### config.mk
export PLATFORM = sky130hd
export DESIGN_NAME = aes_sbox_lanes_flat
export DESIGN_NICKNAME = d
export VERILOG_FILES = /design/src/rtl/aes_sbox_lanes_if.sv /design/src/rtl/aes_sbox_lanes.sv /design/src/flat_wrapper.sv
export SDC_FILE = /design/constraint.sdc
export NUM_CORES = 2
export LEC_CHECK = 0
export ABC_AREA = 0
export CORE_MARGIN = 3
export CORE_UTILIZATION = 50
export CTS_CLUSTER_SIZE = 20
export DETAILED_ROUTE_END_ITERATION = 10
export GPL_TIMING_DRIVEN = 0
export HOLD_SLACK_MARGIN = 0.1
export PLACE_DENSITY = 0.66
export SYNTH_ARGS = -nofsm -noshare
export SYNTH_HDL_FRONTEND = slang
export SYNTH_SLANG_ARGS = --single-unit
### constraint.sdc
create_clock -name clk -period 8.4 [get_ports clk]
set_input_delay 1.68 -clock clk [delete_from_list [all_inputs] [get_ports clk]]
set_output_delay 1.68 -clock clk [all_outputs]
set_load 0.05 [all_outputs]
### src/rtl/aes_sbox_lanes_if.sv
// Stream bundle for the multi-lane AES S-box engine: input beat with mode,
// output beat with substituted bytes plus echoed input bytes and mode.
interface aes_sbox_lanes_if #(
  parameter int LANES = 4
) ();
  logic                 in_valid;
  logic                 in_ready;
  logic                 in_inv;
  logic [8*LANES-1:0]   in_x;
  logic                 out_valid;
  logic                 out_ready;
  logic [8*LANES-1:0]   out_y;
  logic [8*LANES-1:0]   out_x;
  logic                 out_inv;

  modport master (
    output in_valid, in_inv, in_x, out_ready,
    input  in_ready, out_valid, out_y, out_x, out_inv
  );

  modport slave (
    input  in_valid, in_inv, in_x, out_ready,
    output in_ready, out_valid, out_y, out_x, out_inv
  );
endinterface

### src/rtl/aes_sbox_lanes.sv
// Multi-lane pipelined AES S-box / inverse S-box with valid/ready flow control.
// Latency is exactly PIPE cycles; bubbles collapse and a full pipe still streams.
module aes_sbox_lanes #(
  parameter int LANES = 4,
  parameter int PIPE  = 2
) (
  input  logic           clk,
  input  logic           rst_n,
  aes_sbox_lanes_if.slave bus
);
  localparam int W = 8 * LANES;

  function automatic logic [7:0] gf_mul(input logic [7:0] a, input logic [7:0] b);
    logic [7:0] p;
    logic [7:0] aa;
    p  = '0;
    aa = a;
    for (int i = 0; i < 8; i++) begin
      if (b[i]) p = p ^ aa;
      aa = {aa[6:0], 1'b0} ^ (aa[7] ? 8'h1b : 8'h00);
    end
    return p;
  endfunction

  // a^254 is the multiplicative inverse and maps 0 to 0 for free.
  function automatic logic [7:0] gf_inv(input logic [7:0] a);
    logic [7:0] sq;
    logic [7:0] r;
    sq = a;
    r  = 8'h01;
    for (int i = 0; i < 7; i++) begin
      sq = gf_mul(sq, sq);
      r  = gf_mul(r, sq);
    end
    return r;
  endfunction

  function automatic logic [7:0] rotl(input logic [7:0] b, input int n);
    return (b << n) | (b >> (8 - n));
  endfunction

  function automatic logic [7:0] affine_fwd(input logic [7:0] b);
    return b ^ rotl(b, 1) ^ rotl(b, 2) ^ rotl(b, 3) ^ rotl(b, 4) ^ 8'h63;
  endfunction

  function automatic logic [7:0] affine_inv(input logic [7:0] s);
    return rotl(s, 1) ^ rotl(s, 3) ^ rotl(s, 6) ^ 8'h05;
  endfunction

  // Front half: shared field inversion, preceded by the inverse affine in inverse mode.
  function automatic logic [W-1:0] front_word(input logic [W-1:0] x, input logic inv);
    logic [W-1:0] r;
    r = '0;
    for (int l = 0; l < LANES; l++)
      r[8*l +: 8] = gf_inv(inv ? affine_inv(x[8*l +: 8]) : x[8*l +: 8]);
    return r;
  endfunction

  // Back half: forward affine, identity in inverse mode.
  function automatic logic [W-1:0] back_word(input logic [W-1:0] t, input logic inv);
    logic [W-1:0] r;
    r = t;
    if (!inv)
      for (int l = 0; l < LANES; l++)
        r[8*l +: 8] = affine_fwd(t[8*l +: 8]);
    return r;
  endfunction

  logic [PIPE-1:0] vld_p;
  logic [PIPE-1:0] ld;
  logic [PIPE-1:0] inv_p;
  logic [W-1:0]    y_p [PIPE];
  logic [W-1:0]    x_p [PIPE];
  logic [W-1:0]    y_in;
  logic            rst_done;

  // A stage loads unless it and every stage after it are full with no drain.
  always_comb begin
    logic full_tail;
    ld        = '0;
    full_tail = 1'b1;
    for (int k = PIPE - 1; k >= 0; k--) begin
      full_tail = full_tail & vld_p[k];
      ld[k]     = !full_tail || bus.out_ready;
    end
  end

  always_comb begin
    y_in = front_word(bus.in_x, bus.in_inv);
    if (PIPE == 1) y_in = back_word(y_in, bus.in_inv);
  end

  // stage control: valid bits and post-reset accept enable
  always_ff @(posedge clk or negedge rst_n) begin
    if (!rst_n) begin
      rst_done <= 1'b0;
      vld_p    <= '0;
    end else begin
      rst_done <= 1'b1;
      if (ld[0]) vld_p[0] <= bus.in_valid && rst_done;
      for (int k = 1; k < PIPE; k++)
        if (ld[k]) vld_p[k] <= vld_p[k-1];
    end
  end

  // stage datapath: partial result, echoed bytes and mode travel together
  always_ff @(posedge clk) begin
    if (ld[0]) begin
      y_p[0]   <= y_in;
      x_p[0]   <= bus.in_x;
      inv_p[0] <= bus.in_inv;
    end
    for (int k = 1; k < PIPE; k++) begin
      if (ld[k]) begin
        y_p[k]   <= (k == PIPE - 1) ? back_word(y_p[k-1], inv_p[k-1]) : y_p[k-1];
        x_p[k]   <= x_p[k-1];
        inv_p[k] <= inv_p[k-1];
      end
    end
  end

  // output stage: data is zero whenever no beat is present
  assign bus.in_ready  = ld[0] && rst_done;
  assign bus.out_valid = vld_p[PIPE-1];
  assign bus.out_y     = vld_p[PIPE-1] ? y_p[PIPE-1]   : '0;
  assign bus.out_x     = vld_p[PIPE-1] ? x_p[PIPE-1]   : '0;
  assign bus.out_inv   = vld_p[PIPE-1] ? inv_p[PIPE-1] : 1'b0;
endmodule

### src/flat_wrapper.sv
// flat-port wrapper written by rule: the top's interface ports become plain ports
module aes_sbox_lanes_flat 
#(
  parameter int LANES = 4,
  parameter int PIPE  = 2
)
  (clk, rst_n, bus_in_valid, bus_in_inv, bus_in_x, bus_out_ready, bus_in_ready, bus_out_valid, bus_out_y, bus_out_x, bus_out_inv);
  aes_sbox_lanes_if #(.LANES(LANES)) bus_i ();
  input  logic clk;
  input  logic rst_n;
  input wire logic [$bits(bus_i.in_valid)-1:0] bus_in_valid;
  input wire logic [$bits(bus_i.in_inv)-1:0] bus_in_inv;
  input wire logic [$bits(bus_i.in_x)-1:0] bus_in_x;
  input wire logic [$bits(bus_i.out_ready)-1:0] bus_out_ready;
  output wire logic [$bits(bus_i.in_ready)-1:0] bus_in_ready;
  output wire logic [$bits(bus_i.out_valid)-1:0] bus_out_valid;
  output wire logic [$bits(bus_i.out_y)-1:0] bus_out_y;
  output wire logic [$bits(bus_i.out_x)-1:0] bus_out_x;
  output wire logic [$bits(bus_i.out_inv)-1:0] bus_out_inv;
  assign bus_i.in_valid = bus_in_valid;
  assign bus_i.in_inv = bus_in_inv;
  assign bus_i.in_x = bus_in_x;
  assign bus_i.out_ready = bus_out_ready;
  assign bus_in_ready = bus_i.in_ready;
  assign bus_out_valid = bus_i.out_valid;
  assign bus_out_y = bus_i.out_y;
  assign bus_out_x = bus_i.out_x;
  assign bus_out_inv = bus_i.out_inv;
  aes_sbox_lanes #(.LANES(LANES), .PIPE(PIPE)) u_core (.clk(clk), .rst_n(rst_n), .bus(bus_i));
endmodule
Yosys cells after proc, flatten, opt, wreduce, memory -nomap -nowiden. Memories as Yosys holds them, arrays and structs flattened. Index checks and enable logic that the tools add are counted.

Muxes and demuxes: 825. Bitwise gates (word level): 817. Reduce and logical (&&, ||, !) cells: 6.

Operators by type and width (count): XOR 8 bit (752); two-way mux 8 bit (424); two-way mux 5 bit (368); two-way mux 32 bit (4); OR 8 x 1 -> 8 bit (8); OR 8 x 3 -> 8 bit (8); OR 8 x 2 -> 8 bit (4); OR 8 x 4 -> 8 bit (4); OR 8 x 6 -> 8 bit (4); two-way mux 7 bit (4); NOT 1 bit (first input constant) (28); two-way mux 6 bit (4); two-way mux 4 bit (4); NOT 4 bit (4); two-way mux 3 bit (4); two-way mux 1 bit (9); two-way mux 2 bit (4); NOT 2 bit (4); logical AND 1 bit (2); zero test 1 bit (2); logical OR 1 bit (2); bitwise AND 1 bit (1).

Register bits: 5. Bits in writable memories: 128. Bits of input ports: 37. Output and inout bits: 67. Word-level logic and storage cells: 1655. Memories: 2.

Memories: u_core.x_p (words 2, width 32, read ports 2, clocked after memory_dff 0, write ports 2, line aes_sbox_lanes.sv:73) `logic [W-1:0] x_p [PIPE];`; u_core.y_p (words 2, width 32, read ports 2, clocked after memory_dff 0, write ports 2, line aes_sbox_lanes.sv:72) `logic [W-1:0] y_p [PIPE];`.

Depth between registers and ports, before layout.
Depth in word-level cells: 132. Mapped depth: 72. Gate-level depth less buffers: 58.

Worst setup path after synthesis. Ideal clock, no wire load.

Path kind: in2reg. Start: input port bus_in_x[30]. End: memory u_core.y_p[0][29] (netlist name), data pin. Setup time: 260 ps. Arrival time: 17349 ps. Required time: 8140 ps. Path slack: -9209 ps. Cell stages on the path: 64. Buffers on the path: 9. Cells stage by stage: buf_2 -> xor3_1 -> mux2i_1 -> buf_4 -> inv_2 -> ha_1 -> and3b_1 -> a31oi_1 -> xor2_1 -> inv_2 -> clkbuf_1 -> buf_1 -> ha_1 -> clkbuf_1 -> nand3b_1 -> xor2_1 -> xnor2_1 -> inv_1 -> [28 not listed] -> a22oi_2 -> xnor3_1 -> xor3_1 -> xnor3_2 -> xnor3_1 -> mux2_2 -> o22a_1 -> xnor2_1 -> xnor3_1 -> xnor2_4 -> xnor2_2 -> xnor2_1 -> nor2_1 -> xnor2_1 -> xnor2_1 -> xnor2_1 -> xnor2_1 -> xnor2_1.

RTL lines: start: declaration (line flat_wrapper.sv:13) `input wire logic [$bits(bus_i.in_x)-1:0] bus_in_x;`; end: declaration (line aes_sbox_lanes.sv:72).

==> key figures <==
Run status
  – Status: finished, violations left
  – Failing checks: negative setup slack

Yosys
  – Commonest cells post-synth: xnor2_1, nor2_1, nand2_1
  – Most frequent cell after synthesis: xnor2_1
  – Flops & latches, synth: about 130
  – Area leader, netlist: xnor2_1
  – Mean Syn Cell Area: approximately 7.7 um2
  – Ys async rst share: under 10%
  – Cell Area, Synth: between 60,000 and 70,000 um2
  – Gate Count Post-Synth: 8,425
  – Area share of the largest cell type after synthesis: around a fifth
  – Post-synth EDFFs: between 100 and 150
  – YS warnings: 0
  – Dominant synthesized flop cell: edfxtp_1
  – Yosys cell types: 130
  – Top post-synthesis cells by area: xnor2_1, xnor3_1, nor2_1, edfxtp_1, xor2_1
  – Syn_nets: ~8,500
  – Post-synthesis sequential area ratio: 6.16%

Finish
  – Final #Nets: approximately 9,700
  – Syn-to-layout area delta: 39.0%
  – Layout cell share with drive strength beyond 1: approximately a third

STA
  – Worst-Margin Slew: about 1.3 ns
  – Setup slack after layout: -7.19 ns
  – Min Clock Period, post-route: 15.59 ns
  – Final Max Slew Viols: 0
  – Setup violations, final: 32
  – F_max: approximately 64 MHz
  – Final Skew: 0.0167 ns
  – Fin crit share: 186%
  – Max_slew headroom: 10.2%
  – Final hold vios: 0
  – RSZ-0062 raised after global routing: yes

Setup path
  – CP Class: input pin to register
  – Critical path's slowest cell: or4_4
  – Crit path max fanout: 10
  – Req. time, crit path: roughly 8.6 ns
  – CP peak stage delay: 0.59 ns
  – CP most frequent cell: xnor2_4
  – Crit start category: input pin
  – Arrival time worst endpoint: between 15 and 20 ns
  – Worst Setup End Kind: register

Detailed routing
  – Final wirelength: 241,000 um
  – TritonRoute pass-1 iters: 7
  – DRC errors left: 0
  – DR vias/cell: a little over 6
  – Routed via count: between 70,000 and 80,000
  – DR iter-0 viols: about 8,000
  – Routed Antenna Nets: 0
  – DR WL/cell: between 20 and 25 um

CTS
  – Clock-pin slew on the worst setup and hold paths: 0.06 ns
  – CTS tree: built
  – Clk root buf: clkbuf_16
  – Clock buffers created by TritonCTS: 17
  – Clock sink count: between 100 and 150
  – Clock buffer depth: 2
  – Htree depth: 4
  – Clk_lat worst skew: ~0.5 ns

Global routing
  – Initial antenna violation count: 4
  – Vias in the first global route: about 66,000
  – Tot GR Track Use: about a third
  – Global-route wire length before repair: ~360,000 um
  – Gr ovfl total: 0
  – Largest net degree at the start of global routing: 35

Placed design
  – Input/output buffers: around 100
  – Dpl ws: -11.28 ns
  – Gpl congestion: about 0.95
  – HPWL after DPL: between 150,000 and 200,000 um

Die
  – Die footprint: ~130,000 um2
  – Die height: between 300 and 400 um
  – Ports: approximately 100
  – Row count: ~130
  – Core box area: about 130,000 um2
  – Initial Utilization: 50.5%
  – Die width: 365 um

Worst hold path
  – Worst hold-check path type: register to register

Run
  – Max-cap violations: 0
[stage by stage]
stage / hold slack, ns / cell area [um2] / setup TNS, ns / std cells / util (%)
floorplan: 0.400 / 67200 / -205.09 / 8425 / -
finish: 0.418 / 89800 / -207.36 / 11300 / 70.2
CTS: 0.419 / 84000 / -198.41 / 11000 / 65.7
global placement: 0.401 / 70300 / -329.59 / 10200 / 55.0
global route: 0.423 / 89800 / -222.39 / 11300 / 70.2
detailed placement: 0.405 / 70500 / -332.64 / 10200 / 55.1
[registers in the layout (all words and copies together) (netlist names)]
register         flops
u_core.y_p          64
u_core.vld_p         2
u_core.rst_done      1
u_core.inv_p         2
u_core.x_p          64
[placed cells by master, fill, tap and decap left out, types with 53 or more instances in the layout]
cell,netlist,routed
xnor2_1,1565,1170
nor2_1,1259,1157
buf_4,40,1004
nand2_1,783,749
a21oi_1,390,341
xnor2_2,87,332
xor2_1,440,320
o21ai_0,359,314
nand3_1,224,211
clkbuf_1,357,199
nor3_1,224,191
mux2i_1,213,182
xnor3_1,300,182
xnor2_4,16,166
buf_6,18,155
xnor3_2,26,144
edfxtp_1,130,130
and2_1,118,113
o22ai_1,118,103
clkbuf_2,0,88
o211ai_1,87,87
xor2_4,3,87
a31oi_1,89,72
xor2_2,35,71
clkdlybuf4s50_1,0,71
buf_12,0,67
nor2_2,5,63
o21ai_1,38,59
a211oi_1,102,57
nand2b_1,58,53
[worst paths after layout]
kind | cells past startpoint | end | from | slack [ns]
max in group asynchronous | 1 | u_core.rst_done$_DFF_PN0_ | rst_n | 6.89
min | 0 | u_core.x_p[0][37]$_DFFE_PP_ | u_core.x_p[0][5]$_DFFE_PN_ | 0.42
min reg2reg | 0 | u_core.x_p[0][37]$_DFFE_PP_ | u_core.x_p[0][5]$_DFFE_PN_ | 0.42
max | 61 | u_core.y_p[0][25]$_DFFE_PN_ | bus_in_x[27] | -7.19
min in group asynchronous | 1 | u_core.vld_p[1]$_DFFE_PN0P_ | rst_n | 1.37
max reg2reg | 5 | u_core.x_p[0][5]$_DFFE_PN_ | u_core.vld_p[1]$_DFFE_PN0P_ | 5.66
[what timing repair did]
item	in CTS	in global routing
pin swaps	663	504
gates cloned	3	5
gates resized for setup	1330	747
endpoints found under the setup margin	32	32
setup buffers	801	304
hold buffers	0	0
[worst max-delay path: cells and delay by family]
| family | cells | cell delay, ns |
|---|---|---|
| xor+xnor | 22 | 5.31 |
| mux | 3 | 0.96 |
| simple gates | 14 | 3.38 |
| fa+ha+maj | 1 | 0.30 |
| compound gates | 9 | 2.00 |
| buf+inv | 12 | 2.14 |
[routing by layer]
metal  GRT usage [%]  vias to the layer above  part of all wire (%)
met4            11.7                        0                   4.1
met3            3.72                      805                   8.3
li1                -                    31800                     -
met1            43.7                    34000                    40
met5               0                        -                     0
met2            56.6                     3860                    48
[final cells by class]
cell class,instances,area (um2)
multi-input cells,7642,68600
well taps,1662,2080
clock inverters,14,151
repair buffers,1213,10500
diodes,1,2.50
fillers,9536,38100
inverters,94,437
plain buffers,526,3580
clock buffers,18,429
flip-flops and latches,133,3980
[kinds of logic (layout without fill, tap and decap cells)]
| family | after synthesis | after routing | synth area share, % |
|---|---|---|---|
| and+or+nand+nor | 3044 | 3046 | 21.1 |
| xor gates and xnor gates | 2539 | 2539 | 45.0 |
| AOI/OAI and AO/OA | 1743 | 1744 | 18.1 |
| buffers and inverters | 653 | 1865 | 4.44 |
| muxes | 284 | 284 | 4.69 |
| DFF | 133 | 133 | 6.16 |
| adders and majority gates | 28 | 28 | 0.542 |
| other | 1 | 2 | 0.00581 |
Power is not shown: default switching activity piles up to over one toggle a cycle in this logic, so the estimate is an artifact.
